File: config.mk
export PLATFORM = sky130hd
export DESIGN_NAME = wall_controller
export DESIGN_NICKNAME = d
export VERILOG_FILES = /design/src/rtl/wall_controller.sv
export SDC_FILE = /design/constraint.sdc
export NUM_CORES = 1
export LEC_CHECK = 0
export ABC_CLOCK_PERIOD_IN_PS = 4490
export CAP_MARGIN = 10
export CORE_ASPECT_RATIO = 1.75
export CORE_MARGIN = 1.5
export CORE_UTILIZATION = 45
export CTS_BUF_LIST = sky130_fd_sc_hd__clkbuf_4 sky130_fd_sc_hd__clkbuf_8 sky130_fd_sc_hd__clkbuf_16
export CTS_CLUSTER_DIAMETER = 100
export CTS_CLUSTER_SIZE = 10
export DETAILED_ROUTE_END_ITERATION = 10
export PLACE_DENSITY = 0.64
export SLEW_MARGIN = 25
export SYNTH_ARGS = -nofsm -noshare
export SYNTH_HDL_FRONTEND = slang
export SYNTH_SLANG_ARGS = --single-unit
File: constraint.sdc
create_clock -name clk -period 4.49 [get_ports clk]
set_input_delay 0.6735 -clock clk [delete_from_list [all_inputs] [get_ports clk]]
set_output_delay 0.6735 -clock clk [all_outputs]
set_load 0.005 [all_outputs]
File: src/rtl/wall_controller.sv
// Wall slot manager: scrolls walls left on each frame tick, spawns new
// walls at a fixed spacing, and streams the live walls to the drawer on demand.
module wall_controller #(
   parameter int SCREEN_X  = 160,
   parameter int SPACING   = 40,
   parameter int MAX_H     = 120,
   parameter int NUM_WALLS = 4
)(
   input  logic       clk,
   input  logic       reset,
   input  logic       tick,
   input  logic [7:0] height_in,
   output logic       height_ack,
   input  logic       dump_req,
   output logic       wall_valid,
   input  logic       wall_ready,
   output logic [7:0] wall_x,
   output logic [7:0] wall_h,
   output logic       dump_done,
   output logic [7:0] score
);

   localparam int IW = (NUM_WALLS > 1) ? $clog2(NUM_WALLS) : 1;

   typedef enum logic [1:0] {IDLE, SCROLL, SPAWN, DUMP} state_t;

   state_t               state, state_n;
   logic [NUM_WALLS-1:0] valid, valid_n;
   logic [7:0]           x   [NUM_WALLS];
   logic [7:0]           x_n [NUM_WALLS];
   logic [7:0]           h   [NUM_WALLS];
   logic [7:0]           h_n [NUM_WALLS];
   logic [7:0]           cnt, cnt_n;
   logic [7:0]           score_n;
   logic                 pend, pend_n;
   logic [IW-1:0]        idx, idx_n;
   logic                 free_found;
   logic [IW-1:0]        free_idx;
   logic [7:0]           h_clamp;

   assign h_clamp = (height_in > 8'(MAX_H)) ? 8'(MAX_H) : height_in;

   always_comb begin
      free_found = 1'b0;
      free_idx   = '0;
      for (int i = 0; i < NUM_WALLS; i++) begin
         if (!valid[i] && !free_found) begin
            free_found = 1'b1;
            free_idx   = IW'(i);
         end
      end
   end

   always_comb begin
      state_n    = state;
      valid_n    = valid;
      x_n        = x;
      h_n        = h;
      cnt_n      = cnt;
      score_n    = score;
      pend_n     = pend;
      idx_n      = idx;
      height_ack = 1'b0;
      dump_done  = 1'b0;
      wall_valid = 1'b0;
      wall_x     = 8'd0;
      wall_h     = 8'd0;
      // Ticks that land while busy are remembered, at most one deep
      if (tick && state != IDLE) pend_n = 1'b1;
      unique case (state)
         IDLE: begin
            if (tick || pend) begin
               state_n = SCROLL;
               pend_n  = 1'b0;
            end else if (dump_req) begin
               state_n = DUMP;
               idx_n   = '0;
            end
         end
         SCROLL: begin
            for (int i = 0; i < NUM_WALLS; i++) begin
               if (valid[i]) begin
                  if (x[i] == 8'd0) begin
                     valid_n[i] = 1'b0;
                     if (score_n != 8'hFF) score_n = score_n + 8'd1;
                  end else begin
                     x_n[i] = x[i] - 8'd1;
                  end
               end
            end
            cnt_n   = cnt + 8'd1;
            state_n = (cnt == 8'(SPACING - 1)) ? SPAWN : IDLE;
         end
         SPAWN: begin
            if (free_found) begin
               valid_n[free_idx] = 1'b1;
               x_n[free_idx]     = 8'(SCREEN_X - 1);
               h_n[free_idx]     = h_clamp;
               height_ack        = !reset;
            end
            cnt_n   = 8'd0;
            state_n = IDLE;
         end
         DUMP: begin
            wall_valid = valid[idx];
            if (valid[idx]) begin
               wall_x = x[idx];
               wall_h = h[idx];
            end
            if (!valid[idx] || wall_ready) begin
               if (idx == IW'(NUM_WALLS - 1)) begin
                  dump_done = !reset;
                  state_n   = IDLE;
               end else begin
                  idx_n = idx + IW'(1);
               end
            end
         end
      endcase
   end

   always_ff @(posedge clk) begin
      if (reset) begin
         state <= IDLE;
         valid <= '0;
         cnt   <= 8'd0;
         score <= 8'd0;
         pend  <= 1'b0;
         idx   <= '0;
      end else begin
         state <= state_n;
         valid <= valid_n;
         cnt   <= cnt_n;
         score <= score_n;
         pend  <= pend_n;
         idx   <= idx_n;
         x     <= x_n;
         h     <= h_n;
      end
   end

endmodule

== Yosys cells after proc, flatten, opt, wreduce, memory -nomap -nowiden ==
Index checks and enable logic that the tools add are counted.
Word-level totals
  flip-flop bits (word level): 89
  latch bits: 0
  memory bits (writable): 0
  ROM bits: 0
  input bits: 13
  output and inout port bits: 27
  word-level logic and storage cells: 174
  memories kept: 0
Cells by class
  add/subtract/negate cells: 10
  multiply operators: 0
  div/mod/pow operators: 0
  order comparisons: 7
  equal/unequal tests: 24
  shift operators: 0
  multiplexer cells: 81
  bitwise gates (word level): 7
  reductions and logical operators: 31
Operators by type and width (count)
  8-bit 2-to-1 mux: 33
  32-bit one-hot mux with 2 select lines: 1
  8-bit by 1-bit adder with 8-bit output, second input constant: 5
  8-bit binary-select mux with 2-bit select: 2
  32-bit bitwise mux: 1
  8-bit zero test: 4
  32-bit 2-to-1 mux: 1
  8-bit != test, second input constant: 4
  8-bit by 1-bit subtractor with 8-bit output, second input constant: 4
  2-bit != test, second input constant: 14
  5-bit AND reduction: 5
  1-bit 2-to-1 mux: 24
  24-bit OR: 1
  2-bit 2-to-1 mux: 11
  8-bit demux with 2-bit select: 1
  8-bit one-hot mux with 2 select lines: 1
  8-bit bitwise AND: 1
  8-bit by 6-bit equality test with 1-bit output, second input constant: 1
  8-bit by 7-bit > comparator with 1-bit output, second input constant: 1
  8-bit inverter: 1
  2-bit one-hot mux with 4 select lines: 1
  4-bit one-hot mux with 2 select lines: 1
  1-bit zero test: 7
  2-bit equality test, second input constant: 3
  other kinds (20): 32

== Depth between registers and ports, before layout ==
Gate-level depths: netlist of the first run.
  depth in word-level cells: 19
  mapped depth: 24

== Least setup slack after synthesis of the first run ==
OpenSTA, ideal clock, no wires.
  kind: reg-to-reg
  from: register x[24] (netlist bit)
  to: register score[6]
  arrival time: 4.692 ns
  data required time: 4.358 ns
  setup slack: -0.334 ns
  cell stages (with the launch flop): 25
  buffers on the path: 1
  period minus slack after synthesis: 4.824 ns
  cell sequence: edfxtp_1 inv_1 ha_1 nor4bb_1 buf_2 o211ai_2 xor2_1 inv_1 ha_1 inv_1 o31a_1 xnor2_1 ha_1 nand3_1 a21oi_1 a21oi_1 a211oi_2 a41oi_2 mux2_2 ha_1 and3_1 nand3_1 or4_1 nand3_1 a21oi_1
On the way
  cells in the longest elaborated chain, start to end: 18
Ends and longest elaborated chain
  from (decl): RTL line 29  | logic [7:0] x [NUM_WALLS];
  from (signal assigned): RTL line 137  | x <= x_n;
  8-bit zero test *: RTL line 83  | if (x[i] == 8'd0) begin
  8-bit 2-to-1 mux *: RTL line 83
  8-bit 2-to-1 mux *: RTL line 82  | if (valid[i]) begin
  8-bit 2-to-1 mux *: RTL line 70  | unique case (state)
  8-bit by 1-bit adder with 8-bit output or 8-bit != test (tied branches): RTL line 85  | if (score_n != 8'hFF) score_n = score_n + 8'd1;
  8-bit 2-to-1 mux: RTL line 85
  8-bit 2-to-1 mux: RTL line 83
  8-bit 2-to-1 mux *: RTL line 82
  [... 2 more ...]
  8-bit 2-to-1 mux: RTL line 85
  8-bit 2-to-1 mux: RTL line 83
  8-bit 2-to-1 mux *: RTL line 82
  8-bit 2-to-1 mux *: RTL line 70
  8-bit by 1-bit adder with 8-bit output or 8-bit != test (tied branches): RTL line 85
  8-bit 2-to-1 mux: RTL line 85
  8-bit 2-to-1 mux: RTL line 83
  8-bit 2-to-1 mux *: RTL line 82
  to (signal assigned): RTL line 134  | score <= score_n;
  to (decl): RTL line 20  | output logic [7:0] score
Mark *: on every way between the ends. The rest lies on a longest branch, timed or not. The select of a mux whose other input is x is not followed.
A chain may end at the register's enable or synchronous reset.

== Final worst setup path of the first run ==
  from: register x[25] (netlist bit)
  to: register score[6]
Same word-level chain as after synthesis.

==> run summary, run 1 <==
wire per inst - 19.6 um
worst r2r src - x[25]
GRT Total Usage - 0.262
vias in the first global route - 5,364
CP top delay family - compound AO/OA/AOI/OAI gates
critical path required time - 4.72 ns
Clock Tree Root - clkbuf_16
drt total wl - 17,500 um
PD cells - 275 nW/um2
status - finished, violations left
Worst-path clk slew - 0.08 ns
# clock sinks - 89
Crit-path slowest cell - or4_4
via count - 5,309
Slew HR - 0.367
met3 WL - 520 um
WP buf/inv - 4
Synth area leader - edfxtp_1
Clock Tree Buf Depth - 2
maximum vdd drop - 0.259 mV
yosys warns - 0
Crit. End Element - register
Peak Freq - 214 MHz
Die H - 154 um
Fill cells - 1,128
I/O Pins - 40
diode count - 0
Max Slew Vio Count - 0
Critical Path, Cell by Cell - inv_2, ha_4, nor4bb_4, buf_4, o211ai_4, xor2_2, inv_2, ha_4, inv_2, o31a_1, mux2_4, ha_4, nand3_4, mux2i_1, a21oi_2, a211oi_2, a41oi_2, xor2_2, ha_4, and3_4, nand3_4, or4_4, nand3_2, a21oi_2
fin worst setup slack - -0.185 ns
Synth Instances - 600
largest fanout on the critical path - 6
Initial Util - 0.459
EDFF count, synth - 64
Netlist cell types - 78
DRT antenna net count - 0
antenna violations before repair - 0
ranking of synthesized cells by area - edfxtp_1 33%, dfxtp_1 8.5%, mux4_2 6.5%
startpoint types - register
Top Layer Used - met4
first-pass GRT wire length - 27,100 um
failing checks - negative setup slack
CTS tree - yes
Layout Nets - 747
max-cap viol count - 0
leakage - 2.78 nW
placed inst area - 7080 um2
Overflow after GRT - 0
pre-CTS setup slack - -0.320 ns
average size of a mapped cell - 9.79 um2
Synth Register Bits - 89
Final Core Density - 0.596
post-route setup TNS - -0.480 ns
hpwl dp - 13,200 um
CP startpoint - x[25]
Pre-antenna DRT Iters - 5
Port Buf Inserts - 39
most frequent cells in the layout - 91 x buf_4, 64 x edfxtp_1, 50 x nand2_1
Post-Syn Area - 5870 um2
CORE AREA - 12,800 um2
WS Path Type - register to register
CTS buffer count - 9
RePlAce Congestion - 0.905
die span in x - 89.4 um
crit path time final - 4.67 ns
Synth-to-Final Area Change - 29.9%
largest net degree at the start of global routing - 26
final setup fails - 7
min-delay src - cnt[6]
fin area - 7630 um2
Post-route DRC - 0
Yosys top cell area share - 0.327
Skew-Pair Late Insertion Delay - 0.34 ns
Critical Path AT - 4.90 ns
Slew @ Worst Pin - 0.950 ns
H-tree Lvls - 3
row cnt - 55
hold_ws - 0.519 ns
RSZ-0062 raised after global routing - yes
DRT met1 WL - 6150 um
most common cell after layout, fill and taps aside - buf_4
layout cells sized above 1 - 0.271
final hold vios - 0
ys flop type - edfxtp_1
HP Class - register to register
slowest stage delay, CP - 0.44 ns
FFs w/ async S/R, synth - 0
die footprint - 13,800 um2
Via density - 5.94
most used cell, CP - ha_4
Layout Skew - 0.0110 ns
DR WL met2 - 9540 um
drt initial violations - 287
crit share post-route - 1.04
register area share after synthesis - 0.413
[routing by layer]
metal	GRT usage	vias up
met5	0	-
met4	0.176	0
met3	0.0274	69
met2	0.469	166
met1	0.277	2557
li1	-	2517
[worst min-delay path: stages (launching register included)]
cell	delay [ns]
dfxtp_1	0.34
o21ai_0	0.08
a21oi_1	0.06
[cell families (layout without fill, tap and decap cells)]
family	Yosys count	after routing	synth area share
xor+xnor	19	19	0.0283
mux	34	34	0.0972
other cells	1	4	0.000639
compound gates	123	123	0.138
simple gates	265	265	0.252
flops	89	89	0.413
fa+ha+maj	16	16	0.0341
buf+inv	53	173	0.0371
[sequential cells by signal, indices dropped and copies added (netlist names)]
name / flops
state: 2
x: 32
cnt: 8
idx: 2
h: 32
score: 8
pend: 1
valid: 4
[layout make-up]
type,instances,area (um2),area share
repair buffers,134,1130,0.148
multi-input cells,461,3470,0.455
well taps,171,214,0.0281
clock buffers,9,225,0.0295
flip-flops and latches,89,2420,0.318
clock inverters,7,80.1,0.0105
inverters,23,86.3,0.0113
[synthesized netlist by cell type (all sizes together), types with 16 or more instances]
cell    count
nand3      26
clkbuf     20
ha         16
inv        23
nand2      52
o21ai      27
edfxtp     64
nor2       43
a21oi      40
nor3       26
and3       22
mux4       17
dfxtp      25
[stage by stage]
stage | instances | power, mW
finish | 894 | 2.10
global route | 894 | 2.17
CTS | 891 | 2.09
detailed placement | 867 | 1.34
global placement | 867 | 1.33
floorplan | 603 | 1.20
[power breakdown]
group,switching [mW],leakage (nW),total [mW],internal [mW]
sequential,0.0424,0.783,0.978,0.936
combinational,0.212,1.85,0.360,0.149
clock,0.360,0.146,0.756,0.397
[worst paths after layout]
check,end,slack [ns],cells past startpoint
setup / recovery,score[6],-0.18,24
hold / removal,cnt[6],0.52,2
setup reg to reg,score[6],-0.18,24
hold reg to reg,cnt[6],0.52,2
[timing repair]
item	CTS	global route
gates resized for setup	12	21
buffers inserted	8	3
endpoints found under the hold margin	0	0
pin swaps	13	13
setup endpoints to repair	8	8
hold buffers	0	0
Power figures use the tool's default switching activity.
==> inputs of run 2 (changes only) <==
--- a/config.mk
+++ b/config.mk
@@ -6,7 +6,7 @@
 export NUM_CORES = 1
 export LEC_CHECK = 0
 export ABC_CLOCK_PERIOD_IN_PS = 4490
-export CAP_MARGIN = 10
+export CAP_MARGIN = 0
 export CORE_ASPECT_RATIO = 1.75
 export CORE_MARGIN = 1.5
 export CORE_UTILIZATION = 45
==> results of run 2 <==
Same layout as run 1: the final DEF is identical, and so are final timing and power.
==> inputs of run 3 (changes only) <==
--- a/config.mk
+++ b/config.mk
@@ -11,7 +11,6 @@
 export CORE_MARGIN = 1.5
 export CORE_UTILIZATION = 45
 export CTS_BUF_LIST = sky130_fd_sc_hd__clkbuf_4 sky130_fd_sc_hd__clkbuf_8 sky130_fd_sc_hd__clkbuf_16
-export CTS_CLUSTER_DIAMETER = 100
 export CTS_CLUSTER_SIZE = 10
 export DETAILED_ROUTE_END_ITERATION = 10
 export PLACE_DENSITY = 0.64
==> results of run 3 <==
Same layout as run 1: the final DEF is identical, and so are final timing and power.
